### config.mk
export PLATFORM = sky130hd
export DESIGN_NAME = jt7759_feeder_flat
export DESIGN_NICKNAME = d
export VERILOG_FILES = /design/src/rtl/jt7759_feeder_if.sv /design/src/rtl/jt7759_feeder.sv /design/src/flat_wrapper.sv
export SDC_FILE = /design/constraint.sdc
export NUM_CORES = 1
export LEC_CHECK = 0
export CAP_MARGIN = 0
export CORE_MARGIN = 4
export CORE_UTILIZATION = 45
export CTS_BUF_LIST = sky130_fd_sc_hd__clkbuf_4
export DETAILED_ROUTE_END_ITERATION = 6
export GPL_ROUTABILITY_DRIVEN = 0
export PLACE_DENSITY = 0.7
export SLEW_MARGIN = 20
export SYNTH_ARGS = -nofsm -noshare
export SYNTH_HDL_FRONTEND = slang
export SYNTH_SLANG_ARGS = --single-unit
### constraint.sdc
create_clock -name clk -period 3.22 [get_ports clk]
set_input_delay 0.483 -clock clk [delete_from_list [all_inputs] [get_ports clk]]
set_output_delay 0.483 -clock clk [all_outputs]
set_load 0.05 [all_outputs]
### src/rtl/jt7759_feeder_if.sv
// Bus bundle between the host-side streamer and its two neighbours: the host CPU
// write port and the uPD7759 passive data interface (jt7759_data).
interface jt7759_feeder_if #(
    parameter int AW = 3
);
    logic          host_we;
    logic [7:0]    host_din;
    logic          host_full;
    logic [AW:0]   host_lvl;
    logic          drqn;
    logic          cs;
    logic          wrn;
    logic [7:0]    dout;

    // Host CPU plus jt7759 side, i.e. whoever surrounds the feeder
    modport master (
        output host_we, host_din, drqn,
        input  host_full, host_lvl, cs, wrn, dout
    );

    // The feeder itself
    modport slave (
        input  host_we, host_din, drqn,
        output host_full, host_lvl, cs, wrn, dout
    );
endinterface

### src/rtl/jt7759_feeder.sv
// Host-side byte streamer for uPD7759 slave mode. Bytes written by the host are
// queued in a small FIFO; each falling edge of drqn produces exactly one
// cs/wrn strobe carrying the next byte, so the CPU never has to poll drqn.
//
// state  | meaning
// IDLE   | waiting for a drqn falling edge
// WAIT   | request seen with empty FIFO; send as soon as a byte arrives
// SETUP  | latch FIFO head onto dout, raise cs
// STROBE | wrn low for STRB cen ticks, pop on the last tick
// HOLD   | drop cs, wait for drqn to be withdrawn
module jt7759_feeder #(
    parameter int AW   = 3,
    parameter int STRB = 4
) (
    input  logic            clk,
    input  logic            rst,
    input  logic            cen,
    input  logic            flush,
    jt7759_feeder_if.slave  bus,
    output logic            underrun,
    output logic            overflow
);
    typedef enum logic [2:0] {
        IDLE   = 3'd0,
        WAIT   = 3'd1,
        SETUP  = 3'd2,
        STROBE = 3'd3,
        HOLD   = 3'd4
    } state_t;

    state_t       state;
    logic [7:0]   mem [2**AW];
    logic [AW-1:0] rd;
    logic [AW-1:0] wr;
    logic [AW:0]  lvl;
    logic [3:0]   timer;
    logic         drqn_l;
    logic         cs_r;
    logic         wrn_r;
    logic [7:0]   dout_r;
    logic         req_edge;
    logic         full;
    logic         empty;
    logic         push;
    logic         pop;

    assign full     = lvl[AW];
    assign empty    = (lvl == '0);
    assign req_edge = !bus.drqn && drqn_l;

    // The pop happens on the cen tick that would bring the timer to zero, so wrn
    // stays low for exactly STRB cen ticks counted from the first low cycle.
    assign pop  = !rst && !flush && (state == STROBE) && !wrn_r && cen && (timer == 4'd1);
    // A write on a full FIFO is still taken when a pop frees a slot on the same
    // edge; the popped byte already sits in dout, so overwriting its slot is safe.
    assign push = !rst && !flush && bus.host_we && (!full || pop);

    assign bus.host_full = full;
    assign bus.host_lvl  = lvl;
    assign bus.cs        = cs_r;
    assign bus.wrn       = wrn_r;
    assign bus.dout      = dout_r;

    // FIFO storage, no reset needed: validity is tracked by the pointers
    always_ff @(posedge clk) begin
        if (push) mem[wr] <= bus.host_din;
    end

    // Control FSM, FIFO pointers, sticky flags and strobe timer
    always_ff @(posedge clk) begin
        if (rst) begin
            state    <= IDLE;
            cs_r     <= 1'b0;
            wrn_r    <= 1'b1;
            dout_r   <= 8'h00;
            rd       <= '0;
            wr       <= '0;
            lvl      <= '0;
            timer    <= 4'd0;
            underrun <= 1'b0;
            overflow <= 1'b0;
            drqn_l   <= 1'b1;
        end else begin
            drqn_l <= bus.drqn;
            if (flush) begin
                // Any strobe in flight is abandoned; the byte is not popped
                state    <= IDLE;
                cs_r     <= 1'b0;
                wrn_r    <= 1'b1;
                rd       <= '0;
                wr       <= '0;
                lvl      <= '0;
                timer    <= 4'd0;
                underrun <= 1'b0;
                overflow <= 1'b0;
            end else begin
                if (push) wr <= wr + 1'b1;
                if (pop)  rd <= rd + 1'b1;
                lvl <= lvl + (AW+1)'(push) - (AW+1)'(pop);
                if (bus.host_we && !push) overflow <= 1'b1;

                case (state)
                    IDLE: begin
                        if (req_edge) begin
                            if (!empty) begin
                                state <= SETUP;
                            end else begin
                                underrun <= 1'b1;
                                state    <= WAIT;
                            end
                        end
                    end
                    WAIT: begin
                        if (bus.drqn)    state <= IDLE;
                        else if (!empty) state <= SETUP;
                    end
                    SETUP: begin
                        dout_r <= mem[rd];
                        cs_r   <= 1'b1;
                        wrn_r  <= 1'b1;
                        timer  <= 4'(STRB);
                        state  <= STROBE;
                    end
                    STROBE: begin
                        if (pop) begin
                            wrn_r <= 1'b1;
                            state <= HOLD;
                        end else begin
                            wrn_r <= 1'b0;
                            if (!wrn_r && cen) timer <= timer - 4'd1;
                        end
                    end
                    HOLD: begin
                        cs_r <= 1'b0;
                        if (bus.drqn) state <= IDLE;
                    end
                    default: state <= IDLE;
                endcase
            end
        end
    end
endmodule

### src/flat_wrapper.sv
// flat-port wrapper written by rule: the top's interface ports become plain ports
module jt7759_feeder_flat 
#(
    parameter int AW   = 3,
    parameter int STRB = 4
)
  (clk, rst, cen, flush, underrun, overflow, bus_host_we, bus_host_din, bus_drqn, bus_host_full, bus_host_lvl, bus_cs, bus_wrn, bus_dout);
  jt7759_feeder_if #(.AW(AW)) bus_i ();
  input  logic clk;
  input  logic rst;
  input  logic cen;
  input  logic flush;
  output logic underrun;
  output logic overflow;
  input wire logic [$bits(bus_i.host_we)-1:0] bus_host_we;
  input wire logic [$bits(bus_i.host_din)-1:0] bus_host_din;
  input wire logic [$bits(bus_i.drqn)-1:0] bus_drqn;
  output wire logic [$bits(bus_i.host_full)-1:0] bus_host_full;
  output wire logic [$bits(bus_i.host_lvl)-1:0] bus_host_lvl;
  output wire logic [$bits(bus_i.cs)-1:0] bus_cs;
  output wire logic [$bits(bus_i.wrn)-1:0] bus_wrn;
  output wire logic [$bits(bus_i.dout)-1:0] bus_dout;
  assign bus_i.host_we = bus_host_we;
  assign bus_i.host_din = bus_host_din;
  assign bus_i.drqn = bus_drqn;
  assign bus_host_full = bus_i.host_full;
  assign bus_host_lvl = bus_i.host_lvl;
  assign bus_cs = bus_i.cs;
  assign bus_wrn = bus_i.wrn;
  assign bus_dout = bus_i.dout;
  jt7759_feeder #(.AW(AW), .STRB(STRB)) u_core (.clk(clk), .rst(rst), .cen(cen), .flush(flush), .bus(bus_i), .underrun(underrun), .overflow(overflow));
endmodule
; ---- After elaboration in Yosys (flattened, before gate mapping)
; Memory sizes are Yosys's and may differ from the RTL's. A register that Yosys moved wholly into a read port is not among the register bits.
; Cells that the tools add are included.
[totals]
latchBits = 0
input_bits = 14
mem_bits_ro = 0
output_inout_bits = 17
ramBits = 64
register_bits = 22
n_memories = 1
wordCells = 69
[mem_list]
columns = name, words, width, read_ports, rd_ports_with_merged_regs, write_ports, line_no
row1 = u_core.mem, 8, 8, 1, 1, 1, jt7759_feeder.sv:32  ; logic [7:0] mem [2**AW];
[op_classes]
reduce_logical = 26
n_addsub = 5
muxes = 15
n_bitwise = 1
div_mod_pow = 0
n_shift = 0
eq_ne = 11
mul = 0
n_lt_le_gt_ge = 0
[ops]
columns = op, count
row1 = 3-bit 2-to-1 mux, 5
row2 = 3-bit case mux with 5 select lines, 1
row3 = 1-bit logical AND, 10
row4 = 4-bit 2-to-1 mux, 2
row5 = 4-bit case mux with 2 select lines, 1
row6 = 3-bit by 1-bit adder with 3-bit output (second input constant), 2
row7 = 3-bit by 2-bit == test with 1-bit output (second input constant), 2
row8 = 1-bit logical NOT, 6
row9 = 2-bit != test (second input constant), 3
row10 = 3-bit AND reduction, 2
row11 = 4-bit by 1-bit adder with 4-bit output, 1
row12 = 4-bit by 1-bit == test with 1-bit output (second input constant), 1
row13 = 4-bit logical NOT, 1
row14 = 2-bit by 1-bit != test with 1-bit output (second input constant), 2
row15 = 1-bit case mux with 2 select lines, 2
row16 = 4-bit AND reduction, 1
row17 = 2-bit nonzero test, 2
row18 = 4-bit by 1-bit subtractor with 4-bit output, 1
row19 = 4-bit by 1-bit subtractor with 4-bit output (second input constant), 1
row20 = 3-bit by 1-bit == test with 1-bit output (second input constant), 1
row21 = 3-bit == test (second input constant), 1
row22 = 3-bit logical NOT, 1
row23 = 1-bit 2-to-1 mux, 3
row24 = 3-bit != test (second input constant), 1
row25 = other kinds (5), 5

; ---- Longest topological paths before layout
[logic_depth]
word_depth = 10
depth_mapped = 12
ltp_nobuf = 11

; ---- Least setup slack after synthesis
; No wires, ideal clock.
[synth_path]
path_type = reg2reg
startpoint = register u_core.timer[1]
endpoint = memory u_core.mem[4][0], enable pin
path_stages_with_launch = 8
required_time_ns = 2.822
synth_period_minus_slack_ns = 2.812
path_buffers = 1
slack_ns = 0.408
setup_time_ns = 0.398
t_arrival_ns = 2.414
cell_sequence = dfxtp_1 > inv_1 > ha_1 > or3b_1 > buf_2 > o31ai_1 > nand3_2 > nor4b_1
[synth_between]
elab_chain_cells = 6
[synth_lines]
columns = item, line_no
row1 = start: declaration, jt7759_feeder.sv:36  ; logic [3:0] timer;
row2 = start signal: assignment, jt7759_feeder.sv:121  ; timer <= 4'(STRB);
row3 = start signal: assignment, jt7759_feeder.sv:130  ; if (!wrn_r && cen) timer <= timer - 4'd1;
row4 = 4-bit by 1-bit == test with 1-bit output, jt7759_feeder.sv:53  ; assign pop = !rst && !flush && (state == STROBE) && !wrn_r && cen && (timer == 4'd1);
row5 = 1-bit logical AND, jt7759_feeder.sv:53
row6 = 1-bit logical OR, jt7759_feeder.sv:56  ; assign push = !rst && !flush && bus.host_we && (!full || pop);
row7 = 1-bit logical AND, jt7759_feeder.sv:56
row8 = 1-bit 2-to-1 mux, jt7759_feeder.sv:66  ; if (push) mem[wr] <= bus.host_din;
row9 = 1-bit 2-to-1 mux (implied by the code), jt7759_feeder.sv:66
row10 = end: declaration, jt7759_feeder.sv:32
; Every way passes these cells.

; ---- Worst setup path after layout
[layout_path]
startpoint = register u_core.timer[1]
endpoint = memory u_core.mem[4][7], enable pin
; Same word-level chain as after synthesis.

==> results.py <==
metrics = {
    "route": {
        "drtIter0Drc": 180,
        "route.antenna.remaining_nets": 0,
        "routed_via_density": 5.58,
        "routed-via-count": 2406,
        "drc": 0,
        "post_drt_wl_per_cell_microns": 17.9,
        "firstDrtPassIters": 4,
        "drt-total-wl_microns": 7720,
    },
    "timing": {
        "finalCritPeriodShare_pct": 84.6,
        "rsz0062_at_grt": "false",
        "worst_pin_slew_ps": 942,
        "min_period_ps": 2720,
        "report.final.slew_viol_count": 0,
        "setup_tns_ps": 0,
        "setup_slack_ps": 497,
        "timing.slew.headroom_pct": 37.1,
        "hold_violations": 0,
        "max_freq_mhz": 367,
        "setup_viol": 0,
        "holdWs_ps": 471,
        "fin_skew_ps": 16.8,
    },
    "critical_path": {
        "path_cells": "inv_1 > ha_1 > or3b_1 > o31ai_1 > nand3_2 > nor4b_1 > buf_4",
        "r2r_slack_ps": 500,
        "critPathSlowestCell": "nor4b_1",
        "worst-path-buf-inv": 2,
        "cp-end-kind": "flop",
        "required_ps": 3390,
        "r2r_start": "u_core.timer[1]$_SDFFE_PP0P_",
        "crit_type": "reg2reg",
        "cp-start-kind": "flop",
        "critPathMaxFanout": 7,
        "reg2reg_to": "u_core.mem[4][7]$_DFFE_PP_",
        "cpPeakStageDelay_ps": 570,
        "crit_family": "simple AND/OR/NAND/NOR gates",
        "reg2regPathDepth": 7,
        "worstPathArrival_ps": 2900,
    },
    "floorplan": {
        "die_w_microns": 101,
        "ioPinCount": 31,
        "rows": 33,
        "die_h_microns": 101,
        "start_util_pct": 46.9,
        "die_area_sq_um": 10200,
        "core_area_sq_um": 8340,
    },
    "logic_synthesis": {
        "yosysWarningCount": 0,
        "synth_ff_type": "edfxtp_1",
        "synth-edff-count": 64,
        "yosysUniqueCellTypes": 45,
        "synthArstFlopShare_pct": 0,
        "syn_nets": 306,
        "ys_ff_latch": 94,
        "syn_inst": 282,
        "ys_seq_area_share_pct": 64.5,
        "synth_area_per_cell_sq_um": 13.9,
        "netlist_area_sq_um": 3910,
    },
    "clock_tree": {
        "holdBufCountCts": 0,
        "cts_tree": "done",
        "clkTransAtPathRegs_ps": 160,
        "postCtsSetupRepairBufs": 0,
        "cts_num_sinks": 94,
        "clk_latency_ps": 440,
        "cts_buffer_depth": 2,
        "cts_root_buf": "clkbuf_4",
        "postCtsResizedCells": 0,
        "numCtsBuffers": 9,
        "cts_max_level": 3,
    },
    "cells_and_area": {
        "syn_to_final_growth_pct": 15.8,
        "final_nets": 345,
        "drive_above_1_share_pct": 18.7,
        "antenna_cells": 0,
        "instances_no_fill": 431,
    },
    "pwr": {
        "ir_drop_v": 0.000380,
        "power_density_nw_per_um2": 441,
        "p_leak_nw": 1.51,
    },
    "grt": {
        "grt_use_met2_pct": 25.1,
        "overflow": 0,
        "use_met1_pct": 23.0,
        "grt_max_degree": 20,
        "antenna_found_initial": 0,
        "grt.total_usage_pct": 16.1,
        "use_met3_pct": 2.82,
        "busiest_layer": "met2",
        "grt_pass1_vias": 2386,
        "grt_pass1_wl_microns": 12500,
    },
    "min_path": {
        "worstHoldStart": "u_core.bus.dout[2]$_SDFFE_PP0P_",
        "holdPathEnd": "u_core.bus.dout[2]$_SDFFE_PP0P_",
        "worstHoldPathType": "reg2reg",
        "hold_depth": 2,
    },
    "run_status": {
        "status": "completed",
    },
    "placement": {
        "dp_slack_ps": 395,
        "hpwl_microns": 5060,
        "dp.cells": 415,
        "io_buffers": 30,
    },
    "job": {
        "cap_violations": 0,
    },
}
## cell type report
cell class	count	area [sq um]
clock buffer	9	67.6
clock inverter	7	66.3
fill	726	3810
inverter	14	52.6
multi-input combinational	156	1270
sequential	94	2520
tap	105	131
timing repair buffer	46	420
## Yosys cell counts, types with 3 or more instances
cell | count | area share [%]
buf_1 | 4 | 0.38
nor2_1 | 11 | 1.1
clkbuf_1 | 10 | 0.96
inv_1 | 13 | 1.2
o311a_1 | 4 | 1.0
nor4_1 | 4 | 0.64
buf_2 | 3 | 0.38
nand4_1 | 9 | 1.4
edfxtp_1 | 64 | 49
o21ai_0 | 8 | 1.0
or4_1 | 3 | 0.58
mux4_2 | 16 | 9.2
or3b_2 | 3 | 0.67
ha_1 | 9 | 2.9
nor3_1 | 6 | 0.77
a21oi_1 | 12 | 1.5
dfxtp_1 | 30 | 15
nand3_1 | 11 | 1.4
nand2_1 | 25 | 2.4
## flip-flops by register name (all words and copies together) (netlist names)
register,count
u_core.mem,64
u_core.underrun,1
u_core.bus.cs,1
u_core.bus.host_lvl,4
u_core.state,3
u_core.bus.dout,8
u_core.rd,3
u_core.drqn_l,1
u_core.overflow,1
u_core.timer,4
u_core.bus.wrn,1
u_core.wr,3
## worst register-to-register path: cells and delay by family, from the launching register on
| family | cells | cell delay, ps |
|---|---|---|
| and+or+nand+nor | 3 | 1260 |
| adders and majority gates | 1 | 140 |
| DFF | 1 | 360 |
| buffers and inverters | 2 | 350 |
| AOI/OAI and AO/OA | 1 | 350 |
## power by group
group	total [mW]	internal [mW]	leakage (nW)	switching [mW]
Sequential	1.30	1.30	0.819	0.00664
Combinational	0.0825	0.0347	0.623	0.0479
Clock	0.611	0.176	0.0667	0.434
## per-stage QoR
| stage | util [%] | total power [mW] | instance area, sq um |
|---|---|---|---|
| 5_1_grt | 54.3 | 2.06 | 4530 |
| 3_3_place_gp | 52.7 | 1.41 | 4390 |
| 2_1_floorplan | - | 1.37 | 3910 |
| 3_5_place_dp | 52.7 | 1.41 | 4390 |
| 6_report | 54.3 | 2.00 | 4530 |
| 4_1_cts | 54.3 | 2.01 | 4530 |
## worst max-delay path by stage
stage                                 startpoint  depth (start not counted)                                 to
finish              u_core.timer[1]$_SDFFE_PP0P_                          7         u_core.mem[4][7]$_DFFE_PP_
global route        u_core.timer[1]$_SDFFE_PP0P_                          7         u_core.mem[4][0]$_DFFE_PP_
CTS                 u_core.timer[1]$_SDFFE_PP0P_                          7         u_core.mem[4][0]$_DFFE_PP_
detailed placement                           cen                          6         u_core.mem[4][5]$_DFFE_PP_
global placement                           flush                         11  u_core.bus.host_lvl[3]$_SDFF_PP0_
floorplan           u_core.timer[1]$_SDFFE_PP0P_                          7         u_core.mem[4][0]$_DFFE_PP_
## routing by layer
metal	share of wire [%]	up-vias
li1	-	1153
met5	0	-
met1	46	1187
met4	1.7	0
met2	47	54
met3	4.9	12
## cells in the final DEF (no fill, tap or decap), types with 3 or more instances in the layout
cell type / netlist / final
o21ai_0: 8 / 8
buf_4: 1 / 16
nor2_1: 11 / 11
edfxtp_1: 64 / 64
inv_6: 0 / 4
nand2_1: 25 / 25
clkdlybuf4s50_1: 0 / 30
o311a_1: 4 / 4
inv_1: 13 / 13
or4_1: 3 / 3
or3b_2: 3 / 3
nand4_1: 9 / 9
nand3_1: 11 / 11
clkbuf_4: 0 / 9
nor3_1: 6 / 6
dfxtp_1: 30 / 30
a21oi_1: 12 / 12
mux4_2: 16 / 16
ha_1: 9 / 9
nor4_1: 4 / 4
## kinds of logic (layout without fill, tap and decap cells)
logic type / after synthesis / count (layout) / synth area share, %
flip-flops: 94 / 94 / 64.5
adder cells (fa/ha/maj): 10 / 10 / 3.39
buffers and inverters: 32 / 76 / 3.26
AO/OA/AOI/OAI: 36 / 36 / 6.18
multiplexers: 16 / 16 / 9.22
XOR/XNOR: 3 / 3 / 0.672
AND/OR/NAND/NOR: 91 / 91 / 12.8
Note: power is estimated with default switching activity, not from simulation.
